$ cat src/rtl/error_latch_bank.sv
// Multi-channel fault latch: consecutive-sample filter per channel, masking,
// acknowledge-based clearing and first-fault capture driving an alarm lamp.
module error_latch_bank #(
  parameter int N_CH             = 8,
  parameter int FILT_CYC         = 4,
  parameter int LA_on_when_Reset = 0,
  localparam int FF_W            = (N_CH > 1) ? $clog2(N_CH) : 1,
  localparam int CNT_W           = (FILT_CYC > 1) ? $clog2(FILT_CYC + 1) : 1
) (
  input  logic            clk,
  input  logic            reset,
  input  logic [N_CH-1:0] in,
  input  logic [N_CH-1:0] mask,
  input  logic            clear,
  input  logic            LA_Test,
  output logic [N_CH-1:0] out,
  output logic            LA,
  output logic [FF_W-1:0] first_fault,
  output logic            first_valid
);

  localparam logic [CNT_W-1:0] CNT_LAST = CNT_W'(FILT_CYC - 1);

  logic [N_CH-1:0] r_out;
  logic [N_CH-1:0] w_qual;
  logic [N_CH-1:0] w_set;
  logic [N_CH-1:0] w_clr;
  logic [N_CH-1:0] w_out_next;
  logic [FF_W-1:0] r_first_fault;
  logic            r_first_valid;
  logic [FF_W-1:0] w_lowest_set;

  genvar gi;
  generate
    for (gi = 0; gi < N_CH; gi++) begin : g_ch
      logic [CNT_W-1:0] r_cnt;

      // A sample only counts while the channel is faulty, unmasked and not yet latched.
      assign w_qual[gi] = ~in[gi] & ~mask[gi] & ~r_out[gi];
      assign w_set[gi]  = w_qual[gi] & (r_cnt == CNT_LAST);
      assign w_clr[gi]  = clear & r_out[gi] & in[gi];

      always_ff @(posedge clk) begin
        if (reset) begin
          r_cnt <= '0;
        end else if (w_qual[gi] && (r_cnt != CNT_LAST)) begin
          r_cnt <= r_cnt + 1'b1;
        end else begin
          r_cnt <= '0;
        end
      end
    end
  endgenerate

  assign w_out_next = (r_out | w_set) & ~w_clr;

  always_comb begin
    w_lowest_set = '0;
    for (int i = N_CH - 1; i >= 0; i--) begin
      if (w_set[i]) begin
        w_lowest_set = FF_W'(i);
      end
    end
  end

  always_ff @(posedge clk) begin
    if (reset) begin
      r_out         <= '0;
      r_first_valid <= 1'b0;
      r_first_fault <= '0;
    end else begin
      r_out <= w_out_next;
      if (w_out_next == '0) begin
        r_first_valid <= 1'b0;
      end else if ((|w_set) && (!r_first_valid || ((r_out & ~w_clr) == '0))) begin
        // Capture also when clear empties the old latches on the same edge a new one sets.
        r_first_valid <= 1'b1;
        r_first_fault <= w_lowest_set;
      end
    end
  end

  assign out         = r_out;
  assign first_fault = r_first_fault;
  assign first_valid = r_first_valid;
  assign LA          = (|r_out) | LA_Test | ((LA_on_when_Reset != 0) & reset);

endmodule

$ cat config.mk
export PLATFORM = sky130hd
export DESIGN_NAME = error_latch_bank
export DESIGN_NICKNAME = d
export VERILOG_FILES = /design/src/rtl/error_latch_bank.sv
export SDC_FILE = /design/constraint.sdc
export NUM_CORES = 1
export LEC_CHECK = 0
export ABC_CLOCK_PERIOD_IN_PS = 2600
export BUFFER_PORTS_ARGS = -buffer_cell sky130_fd_sc_hd__buf_2
export CAP_MARGIN = 10
export CORE_MARGIN = 2
export CORE_UTILIZATION = 34
export CTS_CLUSTER_DIAMETER = 120
export DETAILED_ROUTE_END_ITERATION = 10
export HOLD_SLACK_MARGIN = 0.02
export PLACE_DENSITY = 0.56
export RECOVER_POWER = 100
export SLEW_MARGIN = 30
export SYNTH_ARGS = -nofsm -noshare
export SYNTH_HDL_FRONTEND = slang
export SYNTH_SLANG_ARGS = --single-unit
$ cat constraint.sdc
create_clock -name clk -period 2.6 [get_ports clk]
set_clock_uncertainty 0.15 [all_clocks]
set_input_delay 0.52 -clock clk [delete_from_list [all_inputs] [get_ports clk]]
set_output_delay 0.52 -clock clk [all_outputs]
set_load 0.01 [all_outputs]
==> impl_results.md <==
* Routed Antenna Nets at 0
* CP Capture Type: flop
* Fraction of layout cells with a size suffix above 1 at 0.1403
* Post-CTS Repair Setup Buffers at 0
* Fin nets at 256
* Max-cap violations at 0
* Startpoint type of the worst setup path: flop
* Slowest cell on the critical path: nor4_1
* Htree depth at 2
* Post-synth top area cell: dfxtp_1
* Iter 0 DRT Violations at 63
* Async SR Flop Fraction at 0
* Largest net degree at the start of global routing at 23
* Reg2Reg Depth at 8
* Total CTS buffers at 5
* Combinational family with the most area after synthesis: simple AND/OR/NAND/NOR gates
* Worst-Margin Slew at approximately 0.66 ns
* Antenna violations before repair at 0
* Clock sinks at 36
* Gpl congestion at roughly 0.74
* Worst EP required at approximately 2.7 ns
* Vias at roughly 1300
* Worst-Skew Late Latency at 0.29 ns
* Mux cell area share after synthesis at 0.01237
* DR vias/cell at 4.833
* Post-layout minimum cycle time at 2.145 ns
* Pre-CTS setup slack at roughly 0.47 ns
* Syn Area/Cell at about 9 µm²
* Fin cells at about 280
* # DRC at 0
* Count of flip-flops with a built-in enable after synthesis at 0
* Setup CP Type: flop to flop
* Synth cell types at 33
* Cell mode on critical path: ha_1
* Pwr/cell area at 535.8 nW/µm²
* Overflow after GRT at 0
* Die span in y at between 70 and 80 µm
* Routed len/inst at roughly 12 µm
* Synth Flop Type: dfxtp_1
* CTS tree: yes
* XOR/XNOR Fraction of Synth Area at 0
* Synthesized cell area at 1618 µm²
* Synth top area cells: dfxtp_1 (45%), ha_1 (12%), nor2_1 (7.7%), nand2_1 (4.4%), a21oi_1 (3.4%)
* Final WL at ~3300 µm
* I/O pin cnt at 33
* Cell area after layout at roughly 1900 µm²
* Worst hold path class: flop to flop
* First-pass GRT wire length at approximately 5400 µm
* CTS max path bufs at 2
* Setup TNS Final at 0 ns
* Sequential cell area fraction in the yosys report at 0.4455
* Starting Density at 0.3471
* Final core utilization at 0.4083
* Yosys warns at 0
* Final slew viol count at 0
* Final Hold Fails at 0
* Final period utilization at 0.8248
* ANT cells at 0
* Area grow syn2layout at 17.63%
* Peak VDD IR at between 150 and 200 µV
* Vias in the first global route at 1170
* Die area at 5326 µm²
* Hold_buf cts at 0
* Root buffer cell: clkbuf_8
* FMAX at between 400 and 500 MHz
* Simple-gate share of the synthesized area at 0.2885
* Placed Cells at between 200 and 300
* CTS-repair resized insts at 0
* Std cell rows at 25
* RSZ-0062 raised after global routing: false
* Worst hold stages at 1
* Leakage at between 0.8 and 0.9 nW
* Outcome: finished, final reports clean
* Crit-path cells: ha_1, ha_1, nor4b_1, clkbuf_1, nor4_1, nand3_1, nand2_1, mux2i_1
* Port buffer count at 32
* Min setup slack post-route at 0.4554 ns
* Dpl cell area at about 1900 µm²
* Count of state elements after synthesis at 36
* Dpl hpwl at about 2500 µm
* Total GRT Usage at 0.1342
* Compound-Gate Fraction of Synth Area at 0.09667
* Fill count at between 400 and 500
* Die width at around 73 µm
* Clock transition at path regs at approximately 0.070 ns
* Net Count, Synth at between 200 and 250
* Max-Slew Margin vs Limit at 0.5517
* Post-synth top area share at 0.4455
* CP Max Fanout at 4
* Synth cell count leaders: dfxtp_1 (36), nor2_1 (33), nand2_1 (19), ha_1 (16)
* First-pass iteration count of the detailed router at 4
* # setup viols final at 0
* Top-count cell post-synth: dfxtp_1
* Post-Synth Adder-Cell Area at 0.1237
* Crit path largest cell delay at approximately 0.44 ns
* Core area at between 4000 and 5000 µm²
* Synth Instances at 180
* Worst path arrival time at roughly 2.2 ns
==> area by class of cell <==
cell class / count / area, µm² / area share
multi-input combinational: 130 / 819.5 / 0.4306
sequential: 36 / 720.7 / 0.3787
timing repair buffer: 36 / 163.9 / 0.08613
clock buffer: 8 / 90.09 / 0.04734
tap: 54 / 67.56 / 0.03550
inverter: 11 / 41.29 / 0.02170
==> layer usage <==
layer / track usage / part of all wire
met1: 0.1724 / 0.49
met2: 0.2012 / 0.45
met3: 0.05110 / 0.054
met4: 0.05556 / 0.0082
met5: 0 / 0
==> report_power, final <==
group / leakage (nW) / switching (mW) / internal [mW]
clock: 0.0455 / 0.186 / 0.216
combinational: 0.500 / 0.0336 / 0.0225
sequential: 0.291 / 0.00322 / 0.558
total: 0.837 / 0.223 / 0.796
==> cell usage in the layout, fill, tap and decap left out, drive strengths merged <==
master,count
nand2,20
o41ai,1
dfxtp,36
a211o,1
clkbuf,23
a21boi,1
nand2b,6
nor2b,1
and2,1
a22oi,1
a41oi,1
nor3,11
inv,11
buf,21
o221ai,1
a21oi,12
nor4b,6
o2111ai,1
and3,8
nand3,2
o31ai,1
nor4,2
o211ai,1
ha,16
mux2i,2
nor2,33
and2b,1
==> critical path, delay by kind of cell, from the launching register on <==
family | cells | cell delay, ns
adder cells (fa/ha/maj) | 2 | 0.40
buffers and inverters | 1 | 0.14
flip-flops | 1 | 0.32
multiplexers | 1 | 0.19
AND/OR/NAND/NOR | 4 | 0.89
==> stage by stage <==
| step | hold slack (ns) | power (mW) |
|---|---|---|
| 2_1_floorplan | 0.2473 | 0.6019 |
| 3_3_place_gp | 0.2554 | 0.6300 |
| 3_5_place_dp | 0.2621 | 0.6307 |
| 4_1_cts | 0.2714 | 1.040 |
| 5_1_grt | 0.2817 | 1.071 |
| 6_report | 0.2654 | 1.020 |
==> final timing paths <==
kind / startpoint / end / slack (ns)
max reg2reg: g_ch[1].r_cnt[0]$_SDFF_PP0_ / first_fault[1]$_SDFFE_PP0P_ / 0.46
min reg2reg: g_ch[5].r_cnt[0]$_SDFF_PP0_ / g_ch[5].r_cnt[0]$_SDFF_PP0_ / 0.27
min: g_ch[5].r_cnt[0]$_SDFF_PP0_ / g_ch[5].r_cnt[0]$_SDFF_PP0_ / 0.27
max: g_ch[1].r_cnt[0]$_SDFF_PP0_ / first_fault[1]$_SDFFE_PP0P_ / 0.46
==> sequential cells by signal, indices dropped and copies added, names as in the netlist <==
| name | cells |
|---|---|
| first_fault | 3 |
| first_valid | 1 |
| out | 8 |
| g_ch.r_cnt | 24 |
==> cells by family after synthesis <==
group | count (synthesis)
compound gates | 21
fa+ha+maj | 16
buf+inv | 14
flops | 36
mux | 2
simple gates | 91
Power figures use the tool's default switching activity.
